===== config.mk =====
export PLATFORM = sky130hd
export DESIGN_NAME = lfsr_victim_sel
export DESIGN_NICKNAME = d
export VERILOG_FILES = /design/src/rtl/lfsr_victim_sel.sv
export SDC_FILE = /design/constraint.sdc
export NUM_CORES = 1
export LEC_CHECK = 0
export BUFFER_PORTS_ARGS = -buffer_cell sky130_fd_sc_hd__buf_2
export CAP_MARGIN = 5
export CORE_MARGIN = 2
export CORE_UTILIZATION = 44
export DETAILED_ROUTE_END_ITERATION = 10
export PLACE_DENSITY = 0.76
export SYNTH_ARGS = -nofsm -noshare
export SYNTH_HDL_FRONTEND = slang
export SYNTH_SLANG_ARGS = --single-unit

===== constraint.sdc =====
create_clock -name clk -period 1.6 [get_ports clk]
set_input_delay 0.32 -clock clk [delete_from_list [all_inputs] [get_ports clk]]
set_output_delay 0.32 -clock clk [all_outputs]
set_load 0.02 [all_outputs]

===== src/rtl/lfsr_victim_sel.sv =====
`default_nettype none
// ============================================================================
//  Module      : lfsr_victim_sel
//  Description : Cache replacement-way selector. Picks the lowest invalid,
//                unlocked way if one exists; otherwise walks from an LFSR-
//                derived start index to the first unlocked way. One request
//                per cycle, registered response one cycle later.
//  Revision    : 1.0 - initial release
// ============================================================================
module lfsr_victim_sel #(
    parameter int          WAYS       = 4,
    parameter int          LFSR_WIDTH = 8,
    parameter int unsigned SEED       = 1,
    localparam int         IDXW       = $clog2(WAYS)
) (
    input  logic                  clk,
    input  logic                  reset,
    input  logic                  req_valid,
    input  logic [WAYS-1:0]       valid_mask,
    input  logic [WAYS-1:0]       lock_mask,
    input  logic                  seed_we,
    input  logic [LFSR_WIDTH-1:0] seed,
    output logic                  resp_valid,
    output logic                  resp_none,
    output logic [IDXW-1:0]       victim_idx,
    output logic [WAYS-1:0]       victim_onehot,
    output logic [LFSR_WIDTH-1:0] lfsr_state
);

    // Maximal-length feedback taps, bit n set means state bit n feeds the XOR.
    function automatic logic [31:0] taps_for(input int w);
        case (w)
            3:       taps_for = 32'h0000_0006;
            4:       taps_for = 32'h0000_0009;
            5:       taps_for = 32'h0000_0014;
            6:       taps_for = 32'h0000_0030;
            7:       taps_for = 32'h0000_0060;
            8:       taps_for = 32'h0000_008E;
            9:       taps_for = 32'h0000_0110;
            10:      taps_for = 32'h0000_0240;
            11:      taps_for = 32'h0000_0500;
            12:      taps_for = 32'h0000_0829;
            13:      taps_for = 32'h0000_100D;
            14:      taps_for = 32'h0000_2015;
            15:      taps_for = 32'h0000_6000;
            16:      taps_for = 32'h0000_8016;
            17:      taps_for = 32'h0001_2000;
            18:      taps_for = 32'h0002_0400;
            19:      taps_for = 32'h0004_0023;
            20:      taps_for = 32'h0009_0000;
            21:      taps_for = 32'h0014_0000;
            22:      taps_for = 32'h0030_0000;
            23:      taps_for = 32'h0042_0000;
            24:      taps_for = 32'h00E1_0000;
            25:      taps_for = 32'h0120_0000;
            26:      taps_for = 32'h0200_0023;
            27:      taps_for = 32'h0400_0013;
            28:      taps_for = 32'h0900_0000;
            29:      taps_for = 32'h1400_0000;
            30:      taps_for = 32'h2000_0029;
            31:      taps_for = 32'h4800_0000;
            32:      taps_for = 32'h8000_0062;
            default: taps_for = 32'h0000_0000;
        endcase
    endfunction

    localparam logic [31:0]           TAPS_ALL   = taps_for(LFSR_WIDTH);
    localparam logic [LFSR_WIDTH-1:0] TAPS       = TAPS_ALL[LFSR_WIDTH-1:0];
    localparam logic [LFSR_WIDTH-1:0] SEED_TRUNC = SEED[LFSR_WIDTH-1:0];
    // The all-zero state would lock the LFSR, so a zero seed becomes 1.
    localparam logic [LFSR_WIDTH-1:0] SEED_INIT  =
        (SEED_TRUNC == '0) ? LFSR_WIDTH'(1) : SEED_TRUNC;

    logic [LFSR_WIDTH-1:0] lfsr;
    logic [LFSR_WIDTH-1:0] lfsr_next;
    logic [LFSR_WIDTH-1:0] seed_safe;

    logic [WAYS-1:0]       free_ways;
    logic                  free_found;
    logic [IDXW-1:0]       free_idx;
    logic                  rot_found;
    logic [IDXW-1:0]       rot_idx;
    logic [IDXW-1:0]       rot_start;
    logic [IDXW-1:0]       rot_cand;

    logic                  sel_none;
    logic [IDXW-1:0]       sel_idx;
    logic [WAYS-1:0]       sel_onehot;

    assign lfsr_next  = {lfsr[LFSR_WIDTH-2:0], ^(lfsr & TAPS)};
    assign seed_safe  = (seed == '0) ? LFSR_WIDTH'(1) : seed;
    assign lfsr_state = lfsr;

    // LFSR register: reset beats reseed, reseed beats the free-running advance.
    always_ff @(posedge clk) begin
        if (reset) begin
            lfsr <= SEED_INIT;
        end else if (seed_we) begin
            lfsr <= seed_safe;
        end else begin
            lfsr <= lfsr_next;
        end
    end

    assign free_ways = ~valid_mask & ~lock_mask;

    // Lowest-index invalid and unlocked way; the downward scan lets index 0 win.
    always_comb begin
        free_found = 1'b0;
        free_idx   = '0;
        for (int i = WAYS - 1; i >= 0; i--) begin
            if (free_ways[i]) begin
                free_found = 1'b1;
                free_idx   = IDXW'(i);
            end
        end
    end

    assign rot_start = lfsr[IDXW-1:0];

    // First unlocked way walking upward from the LFSR start index, wrapping;
    // IDXW-bit addition wraps modulo WAYS because WAYS is a power of two.
    always_comb begin
        rot_found = 1'b0;
        rot_idx   = '0;
        rot_cand  = '0;
        for (int k = WAYS - 1; k >= 0; k--) begin
            rot_cand = rot_start + IDXW'(k);
            if (!lock_mask[rot_cand]) begin
                rot_found = 1'b1;
                rot_idx   = rot_cand;
            end
        end
    end

    // No unlocked way at all means no victim; a free way is always unlocked.
    assign sel_none = ~rot_found;
    assign sel_idx  = free_found ? free_idx : (rot_found ? rot_idx : '0);

    genvar g;
    generate
        for (g = 0; g < WAYS; g++) begin : g_onehot
            assign sel_onehot[g] = ~sel_none & (sel_idx == IDXW'(g));
        end
    endgenerate

    // Response registers: strobe follows every request, payload updates only on requests.
    always_ff @(posedge clk) begin
        if (reset) begin
            resp_valid    <= 1'b0;
            resp_none     <= 1'b0;
            victim_idx    <= '0;
            victim_onehot <= '0;
        end else begin
            resp_valid <= req_valid;
            if (req_valid) begin
                resp_none     <= sel_none;
                victim_idx    <= sel_idx;
                victim_onehot <= sel_onehot;
            end
        end
    end

endmodule
`default_nettype wire


* Word-level counts from Yosys, hierarchy flattened
Cells that the tools add are included. W data, S select, Z words.
Word-level totals: bits of input ports 20, word-level logic and storage cells 54, register bits 16
Cells by class: $lt $le $gt $ge 4, bitwise gates (word level) 8, reduce and logical (&&, ||, !) cells 3, add/sub/neg operators 3, equality and inequality tests 3, multiplexer cells 28
Operator list (count):
- $mux W2 | 10
- $mux W8 | 2
- $lt A2 B3 Y1 const B | 4
- $mux W1 | 12
- $bmux W1 S2 | 4
- $logic_not A8 Y1 | 1
- $not A4 Y4 | 2
- $reduce_xor A8 Y1 | 1
- $add A2 B2 Y2 const B | 2
- $and A1 B1 Y1 | 4
- $and A4 B4 Y4 | 1
- $eq A2 B2 Y1 const B | 2
- $add A2 B1 Y2 const B | 1
- $eq A2 B1 Y1 const B | 1
- $logic_not A2 Y1 | 1
- $not A1 Y1 | 1

* Logic depth before layout (Yosys ltp)
Gate-level depths: netlist of the first run.
depth after elaboration 11, mapped depth 6, gate-level depth less buffers 5

* Worst setup path after synthesis of the first run
Ideal clock, no wire load.
path type register to register, start register lfsr[1], in the netlist lfsr_state[1], end register victim_onehot[0], required time 1.483 ns, cell stages (with the launch flop) 6, data arrival time 1.415 ns, period minus slack after synthesis 1.532 ns, path slack 0.068 ns, path buffers 0, library setup time 0.117 ns, cell sequence dfxtp_1 -> o21bai_1 -> o2bb2ai_1 -> a221oi_2 -> nor2_2 -> a22o_2
On the way: longest elaborated chain between the ends 11
RTL lines:
- start: declaration | line 74 | logic [LFSR_WIDTH-1:0] lfsr;
- start signal: assignment | line 99 | lfsr <= seed_safe;
- start signal: assignment | line 101 | lfsr <= lfsr_next;
- $add A2 B2 Y2 | line 128 | rot_cand = rot_start + IDXW'(k);
- $bmux W1 S2 | line 129 | if (!lock_mask[rot_cand]) begin
- $mux W1 (implied by the code) | line 129
- $mux W2 / $mux W1 (equally long branches) (4 in series) | line 129
- $mux W2 (2 in series) | line 138 | assign sel_idx = free_found ? free_idx : (rot_found ? rot_idx : '0);
- $logic_not A2 Y1 | line 143 | assign sel_onehot[g] = ~sel_none & (sel_idx == IDXW'(g));
- $and A1 B1 Y1 (*) | line 143
- end signal: assignment | line 159 | victim_onehot <= sel_onehot;
- end: declaration | line 26 | output logic [WAYS-1:0] victim_onehot,
Mark *: on every way between the ends. The rest lies on a longest branch, timed or not. The select of a mux whose other input is x is not followed. A chain may end at the register's enable or synchronous reset.

* Worst setup path after layout of the first run
Same ends and word-level chain as after synthesis.

==> results of run 1 <==
critical path: cells and delay by family, from the launching register on:
kind             cells  cell delay, ns
AO/OA/AOI/OAI        4            0.81
flip-flops           1            0.44
AND/OR/NAND/NOR      1            0.11
layer usage:
metal,part of all wire,track usage,up-vias
met1,0.47,0.2554,354
met2,0.46,0.2944,26
li1,-,-,372
met4,0.0017,0.06286,0
met5,0,0,-
met3,0.066,0.02778,2
sequential cells by signal, summed over array words and instances (netlist names):
name,flops
victim_onehot,4
resp_valid,1
lfsr_state,8
resp_none,1
victim_idx,2
area by class of cell:
class / count / area [µm²] / area share
Multi-Input combinational cell: 60 / 424.2 / 0.4259
Sequential cell: 16 / 320.3 / 0.3216
Timing Repair Buffer: 36 / 182.7 / 0.1834
Clock buffer: 4 / 36.28 / 0.03643
Tap cell: 17 / 21.27 / 0.02136
Inverter: 3 / 11.26 / 0.01131
cells in the final DEF (no fill, tap or decap), drive strengths merged:
cell type	Yosys	final
a211oi	1	1
a22o	1	1
nor4	1	1
clkbuf	3	4
nor2b	2	2
nor2	14	14
mux2i	8	8
nand2	1	1
nand2b	2	2
buf	1	36
a21oi	2	2
o21bai	1	1
o21a	2	2
o41ai	1	1
xnor2	3	3
o22a	2	2
and2	1	1
o21ai	4	4
o32ai	1	1
a31oi	2	2
inv	3	3
nand3	1	1
or3b	2	2
o31ai	2	2
o2bb2ai	1	1
a221oi	2	2
nand3b	1	1
dfxtp	16	16
and4	1	1
nor4b	1	1
how the worst min path moves through the flow:
stage / start / end / slack, ns / cells past startpoint
finish: seed[0] / lfsr_state[0] / 0.27 / 3
global route: seed[0] / lfsr_state[0] / 0.29 / 3
CTS: seed[0] / lfsr_state[0] / 0.26 / 3
detailed placement: victim_onehot[1] / victim_onehot[1] / 0.45 / 2
global placement: victim_onehot[1] / victim_onehot[1] / 0.45 / 2
floorplan: seed[0] / lfsr_state[0] / 0.46 / 2
through the flow:
step | total power, mW | area (µm²) | hold slack [ns]
floorplan | 0.5828 | 772.0 | 0.4645
global placement | 0.6553 | 959.7 | 0.4524
detailed placement | 0.6595 | 959.7 | 0.4475
CTS | 0.9233 | 996.0 | 0.2621
global route | 0.9647 | 996.0 | 0.2853
finish | 0.9128 | 996.0 | 0.2671
logic make-up (layout without fill, tap and decap cells):
logic type      Yosys count  in the layout  share of synthesized area
buf+inv                   7             43                    0.03565
flops                    16             16                     0.4149
xor+xnor                  3              3                    0.03404
simple gates             27             27                     0.1897
mux                       8              8                     0.1037
compound gates           22             22                     0.2220
where the power goes:
| part | switching [mW] | total [mW] | internal, mW |
|---|---|---|---|
| registers | 0.0198 | 0.444 | 0.424 |
| logic | 0.118 | 0.207 | 0.0896 |
| clock network | 0.123 | 0.262 | 0.138 |
| total | 0.261 | 0.913 | 0.652 |
==> reports/metrics.cfg, run 1 <==
[setup_path]
slowest_delay_ns=0.44
rr_endpoint=victim_onehot[0]
path_cells=o21bai_1 > o2bb2ai_1 > a221oi_2 > nor2_2 > a22o_2
startpoint=lfsr_state[1]
critPathKind=flop to flop
cp_slowest_cell=dfxtp_1
rrSetupSlack_ns=0.15
crit_end=victim_onehot[0]
cp-start-kind=flop
worstSetupEndpointType=flop
required_ns=1.78
worstReg2RegStart=lfsr_state[1]
worstRegToRegCells=5
crit_arrival_ns=1.63
cp_max_fo=6

[drt]
wire_per_inst_um=13.11
vias=754
avgViaCountPerCell=5.544
drtIter0Drc=5
drt_wl_total_mm=1.783
antenna_left=0
firstDrtPassIters=4
drc=0

[yosys]
synth_area_leaders=dfxtp_1 41%, mux2i_1 10%, nor2_1 6.3%
yosysMostFrequentCell=dfxtp_1
syn_avg_cell_area_um2=9.301
synthDominantCellAreaShare=0.4149
yosysWarnings=0
synth-edff-count=0
synth_area_um2=772.0
yosysSeqAreaShare=0.4149
ys.flop_type=dfxtp_1
ys_seq_elements=16
async_flop_share=0
yosys-top-cells-count=16 x dfxtp_1, 13 x nor2_1, 8 x mux2i_1, 4 x o21ai_0
syn-num-nets=103
synth_top_area_cell=dfxtp_1
yosysUniqueCellTypes=34
syn_inst=83

[placement]
io_buffers=35
place_ws_ns=0.03738
globalplace.congestion=0.8937
hpwl_mm=1.342
dp.cells=132

[clock_network]
cts_hold_buf=0
clk_path_buf_depth=2
htree_num_levels=1
numCtsBuffers=3
cts_num_sinks=16
cts-root-buf=clkbuf_4
post_cts_buffers=0
clk_pin_slew_ns=0.09
ctsResizeCount=0
cts_tree=yes
clkLatencyLatePin_ns=0.28

[final_layout]
fin_nets=140
fill_cells=156
finalNonFillerCells=136
drive_gt1_frac=0.4034
antenna_cells=0
area_growth_pct=29.01
fin_util=0.5896

[power_and_ir_drop]
peakVddDrop_v=0.0005211
power_density_nw_per_um2=916.5
p_leak_nw=0.4733

[global_route]
grt_use_total=0.1859
grt_max_degree=18
grt_first_pass_wirelength_mm=2.870
antenna_found_initial=0
gr-total-overflow=0
grt_pass1_vias=655

[flow_run]
cap_violations=0

[floorplanning]
fp.dieW_um=45.89
num_rows=15
dieArea_um2=2105
die_y_um=45.89
ios=36
start_util=0.4570
placeableCoreArea_um2=1689

[timing]
skew_ns=0.002387
worst_pin_slew_ns=0.3411
fmax_ghz=0.6888
max_slew_margin=0.7694
fin_crit_sh=0.9074
finalMaxSlewViolations=0
finalWorstSetupSlack_ns=0.1482
rsz0062_at_grt=false
setup_viol=0
hold_viol=0
period_needed_ns=1.452
fin_tns_setup_ns=0

[hold_path]
hold_class=input port to flop

[run_status]
outcome=finished clean

(Power assumes the default switching activity.)
==> run 2, diff against run 1 <==
- clock period: 1.6 -> 1.4 ns (I/O delays scaled with it)
==> run 2 against run 1 <==
- die area did not move
- worst setup slack got worse by 0.13 ns
- register-to-register slack got worse by 0.13 ns
- critical path depth did not move
- sequential share of layout area fell by 1.9 points
- count of clock-buffer cells in the layout did not move
- worst hold slack got worse by 0.049 ns
- global-route usage rose by 1.4 points
- combinational power rose by 31%
- clock skew fell by 0.0016 ns
- total power rose by 19%
- cell count rose by 5.1%
- highest routed layer unchanged
==> reports/metrics.cfg, run 2 (synthesis gave the netlist of run 1 again) <==
[final_layout]
drive_gt1_frac=0.4683  ; +0.06489
area_growth_pct=38.57
finalNonFillerCells=143  ; +5.1%
layout_commonest_cell=buf_2
antenna_cells=0  ; unchanged
fill_cells=147  ; -5.8%
largest_register_ff_count=8  ; unchanged
layout_common_cells=35 x buf_2, 15 x dfxtp_1, 13 x nor2_1, 8 x mux2i_1, 8 x buf_4
fin_nets=147  ; +5.0%
fin_area_um2=1070  ; +7.4%

[drt]
firstDrtPassIters=4  ; unchanged
antenna_left=0  ; unchanged
drtIter0Drc=7  ; +2
wire_per_inst_um=14.11  ; +7.6%
avgViaCountPerCell=5.371  ; -3.1%
drc=0  ; unchanged
vias=768  ; +1.9%
drt_wl_total_mm=2.018  ; +13%

[power_and_ir_drop]
power_mw=1.088  ; +19%
p_leak_nw=0.5157  ; +9.0%
peakVddDrop_v=0.0006521  ; +25%
power_density_nw_per_um2=1017  ; +11%

[floorplanning]
ios=36  ; unchanged
fp.dieW_um=45.89  ; unchanged
dieArea_um2=2105  ; unchanged
num_rows=15  ; unchanged
start_util=0.4570  ; unchanged
placeableCoreArea_um2=1689  ; unchanged
die_y_um=45.89  ; unchanged

[clock_network]
htree_num_levels=1  ; unchanged
clk_pin_slew_ns=0.09  ; about the same
clkLatencyLatePin_ns=0.29  ; about the same
clk_path_buf_depth=2  ; unchanged
cts_tree=yes
cts_num_sinks=16  ; unchanged
cts_hold_buf=0  ; unchanged
cts-root-buf=clkbuf_4
numCtsBuffers=3  ; unchanged

[setup_path]
path_buf_inv=0  ; unchanged
path_cells=o21bai_1 > o2bb2ai_2 > a221oi_2 > nor2_2 > a22o_2
startpoint=lfsr_state[1]
cp_max_fo=7  ; +1
slowest_delay_ns=0.39  ; -0.05 ns
cp-start-kind=flop
critPathKind=flop to flop
critPathTopFamily=compound AO/OA/AOI/OAI gates
worstReg2RegStart=lfsr_state[1]
required_ns=1.59  ; -0.19 ns
cp_slowest_cell=dfxtp_4
crit_arrival_ns=1.56  ; -0.07 ns
worstSetupEndpointType=flop

[timing]
hold_viol=0  ; unchanged
worst_pin_slew_ns=0.4017  ; +0.06064 ns
period_needed_ns=1.377  ; -0.07450 ns
finalWorstSetupSlack_ns=0.02270  ; -0.1255 ns
fmax_ghz=0.7261  ; +5.4%
finalMaxSlewViolations=0  ; unchanged
fin_tns_setup_ns=0  ; unchanged
setup_viol=0  ; unchanged
max_slew_margin=0.7314  ; -0.03806
skew_ns=0.0007419  ; -0.001646 ns
fin_crit_sh=0.9838  ; +0.07641

[global_route]
grt_first_pass_wirelength_mm=3.022  ; +5.3%
antenna_found_initial=0  ; unchanged
grt_max_degree=11  ; -7
grt_pass1_vias=715  ; +9.2%
grt_use_total=0.1997  ; +0.01374
gr-total-overflow=0  ; unchanged

[placement]
place_ws_ns=-0.1140  ; -0.1514 ns
dp.cells=138  ; +4.5%
io_buffers=35  ; unchanged
hpwl_mm=1.465  ; +9.2%
place_area_um2=1006  ; +4.8%
globalplace.congestion=0.8962  ; +0.28%

[hold_path]
min-delay-start=seed[0]
hold_class=input port to flop

[run_status]
outcome=finished clean

[flow_run]
cap_violations=0  ; unchanged

run 2: final timing paths:
| kind | endpoint | slack (ns) | depth (start not counted) |
|---|---|---|---|
| worst max-delay path | victim_onehot[0] | 0.02 | 5 |
| worst min-delay path | lfsr_state[0] | 0.22 | 3 |
| worst max register to register | victim_onehot[0] | 0.02 | 5 |
| worst min register to register | victim_onehot[1] | 0.47 | 2 |
run 2: routing by layer:
metal / track usage / up-vias / wire length, µm / share of wire
met5: 0 / - / 0 / 0
met4: 0.09714 / 0 / 23 / 0.011
met2: 0.3250 / 26 / 996 / 0.49
met3: 0.04365 / 4 / 111 / 0.055
li1: - / 390 / - / -
met1: 0.2458 / 348 / 887 / 0.44
run 2: metrics by stage:
step | hold WS (ns) | utilization
floorplan | 0.4245 | -
global placement | 0.4519 | 0.5956
detailed placement | 0.4498 | 0.5956
CTS | 0.2144 | 0.6170
global route | 0.2348 | 0.6333
finish | 0.2182 | 0.6333
run 2: where the power goes:
part           leakage [nW]  switching, mW  internal [mW]  total (mW)
combinational         0.362          0.149          0.123       0.272
sequential            0.132         0.0218          0.485       0.507
clock                0.0210          0.151          0.158       0.309
total                 0.516          0.322          0.766        1.09
run 2: worst reg2reg max path, cell delays in order, from the launching register on:
cell and delay, ns:
dfxtp_4 0.39, o21bai_1 0.09, o2bb2ai_2 0.14, a221oi_2 0.31, nor2_2 0.10, a22o_2 0.24
run 2: what timing repair did:
action / 4_1_cts / 5_1_grt
resized for setup: 1 / 4
endpoints found under the setup margin: 2 / 5
pin swaps: 1 / 3
buffers inserted: 0 / 1
run 2: cell type report:
type                       count  area, µm²  area share
clock buffer                   4      36.28     0.03392
inverter                       3      11.26     0.01053
multi-input combinational     60      441.7      0.4129
sequential                    16      324.1      0.3029
tap                           17      21.27     0.01988
timing repair buffer          43      235.2      0.2199
==> run 3, diff against run 2 <==
- CORE_UTILIZATION: 44 -> 40
- PLACE_DENSITY: 0.76 -> 0.7
==> run 3 against run 2 <==
- die area up 9.1%
- clock skew increased by 0.0018 ns
- non-clock buffer count up 3
- cell count is 7.7% higher
- sequential cell count unchanged
- critical endpoint unchanged
- largest cell class unchanged
- highest routed layer unchanged
==> reports/metrics.cfg, run 3 (synthesis gave the netlist of run 1 again) <==
[setup_path]
critPathTopFamily=compound AO/OA/AOI/OAI gates
cp_max_fo=5  ; -2
cp-start-kind=flop
worstRegToRegCells=5  ; unchanged
critPathKind=flop to flop
slowest_delay_ns=0.38  ; about the same
required_ns=1.58  ; about the same
critical_path_depth=5  ; unchanged
path_cells=o21bai_1 > o2bb2ai_1 > a221oi_2 > nor2_2 > a22o_2
cp_slowest_cell=dfxtp_4
path_buf_inv=0  ; unchanged
crit_arrival_ns=1.55  ; about the same
worstSetupEndpointType=flop

[global_route]
grt_first_pass_wirelength_mm=2.794  ; -7.5%
antenna_found_initial=0  ; unchanged
grt_use_total=0.1734  ; -0.02623
grt_pass1_vias=652  ; -8.8%
gr-total-overflow=0  ; unchanged
grt_max_degree=11  ; unchanged

[timing]
skew_ns=0.002556  ; +0.001814 ns
rsz0062_at_grt=true
max_slew_margin=0.7783  ; +0.04690
fmax_ghz=0.7271  ; +0.14%
period_needed_ns=1.375  ; -0.001893 ns
hold_ws_ns=0.2440  ; +0.02573 ns
setup_viol=0  ; unchanged
fin_crit_sh=0.9824  ; -0.001352
finalMaxSlewViolations=0  ; unchanged
worst_pin_slew_ns=0.3296  ; -0.07214 ns
hold_viol=0  ; unchanged

[placement]
io_buffers=35  ; unchanged
dp.cells=149  ; +8.0%
globalplace.congestion=0.8629  ; -3.7%
hpwl_mm=1.456  ; -0.63%
place_area_um2=1039  ; +3.2%

[clock_network]
cts_hold_buf=0  ; unchanged
cts_tree=yes
clk_pin_slew_ns=0.10  ; about the same
cts-root-buf=clkbuf_4
htree_num_levels=1  ; unchanged
numCtsBuffers=3  ; unchanged
cts_num_sinks=16  ; unchanged
clkLatencyLatePin_ns=0.28  ; about the same
clk_path_buf_depth=2  ; unchanged

[final_layout]
fin_area_um2=1094  ; +2.2%
area_growth_pct=41.65
drive_gt1_frac=0.4729  ; +0.004614
fin_nets=150  ; +2.0%
finalNonFillerCells=154  ; +7.7%
largest_register_ff_count=8  ; unchanged
antenna_cells=0  ; unchanged
multiInputGateArea_um2=432.9  ; -2.0%
layout_commonest_cell=buf_2
seq_area_um2=324.1  ; unchanged
fill_cells=169  ; +15%
layout_common_cells=35 x buf_2, 15 x dfxtp_1, 13 x nor2_1, 11 x buf_4, 8 x mux2i_1

[run_status]
outcome=finished clean

[drt]
firstDrtPassIters=3  ; -1
wire_per_inst_um=12.14  ; -14%
avgViaCountPerCell=4.929  ; -8.2%
antenna_left=0  ; unchanged
drt_wl_total_mm=1.870  ; -7.3%
vias=759  ; -1.2%
drc=0  ; unchanged
drtIter0Drc=12  ; +5

[power_and_ir_drop]
peakVddDrop_v=0.0006238  ; -4.3%
p_leak_nw=0.5247  ; +1.7%
power_density_nw_per_um2=989.0  ; -2.7%

[floorplanning]
placeableCoreArea_um2=1764  ; +4.4%
die_y_um=47.93  ; +4.5%
ios=36  ; unchanged
num_rows=15  ; unchanged
dieArea_um2=2297  ; +9.1%
fp.dieW_um=47.93  ; +4.5%
start_util=0.4376  ; -0.01945

[hold_path]
hold_path_depth=3  ; unchanged
hold_class=input port to flop

[flow_run]
cap_violations=0  ; unchanged

==> run 3: cell count changes in the layout (fill, tap and decap cells not counted) <==
cell,change
buf_4,+3
o2bb2ai_1,+1
o2bb2ai_2,-1
o31ai_1,-1
o31ai_2,+1
o41ai_1,+1
o41ai_2,-1
==> run 3: metrics by stage <==
| stage | setup TNS (ns) | setup slack (ns) | power [mW] | utilization |
|---|---|---|---|---|
| floorplan | 0 | 0.006632 | 0.6667 | - |
| global placement | -0.2812 | -0.07779 | 0.7755 | 0.5887 |
| detailed placement | -0.4118 | -0.1221 | 0.7805 | 0.5887 |
| CTS | 0 | 0.001779 | 1.081 | 0.6135 |
| global route | -0.05410 | -0.02932 | 1.130 | 0.6199 |
| finish | 0 | 0.02460 | 1.082 | 0.6199 |
==> run 3: worst paths after layout <==
check | startpoint | endpoint | slack, ns
max | lfsr_state[1] | victim_onehot[0] | 0.02
min | seed[0] | lfsr_state[0] | 0.24
max reg2reg | lfsr_state[1] | victim_onehot[0] | 0.02
min reg2reg | victim_onehot[1] | victim_onehot[1] | 0.45
==> run 3: cell type report <==
class,instances,share of cell area
repair buffers,46,0.2357
multi-input cells,60,0.3959
well taps,25,0.02860
clock buffers,4,0.03318
inverters,3,0.01030
flip-flops and latches,16,0.2963
==> run 3: worst min-delay path, delay by kind of cell <==
kind,cells,cell delay [ns]
AO/OA/AOI/OAI,2,0.13
buffers and inverters,1,0.08
==> run 3: report_power, final <==
part	total (mW)	switching, mW	internal (mW)
clock	0.302	0.144	0.158
combinational	0.275	0.147	0.128
sequential	0.505	0.0198	0.485
==> run 3: layer usage <==
layer	vias to the layer above	track usage	share of wire
met5	-	0	0
met4	0	0.04865	0.0064
met3	2	0.02264	0.050
met2	21	0.2880	0.44
met1	341	0.2352	0.50
li1	395	-	-
==> run 3: what timing repair did <==
item,in CTS,in global routing
buffers inserted,0,1
endpoints found under the setup margin,2,5
pin swaps,1,6
resized for setup,2,2
hold endpoints to repair,0,0
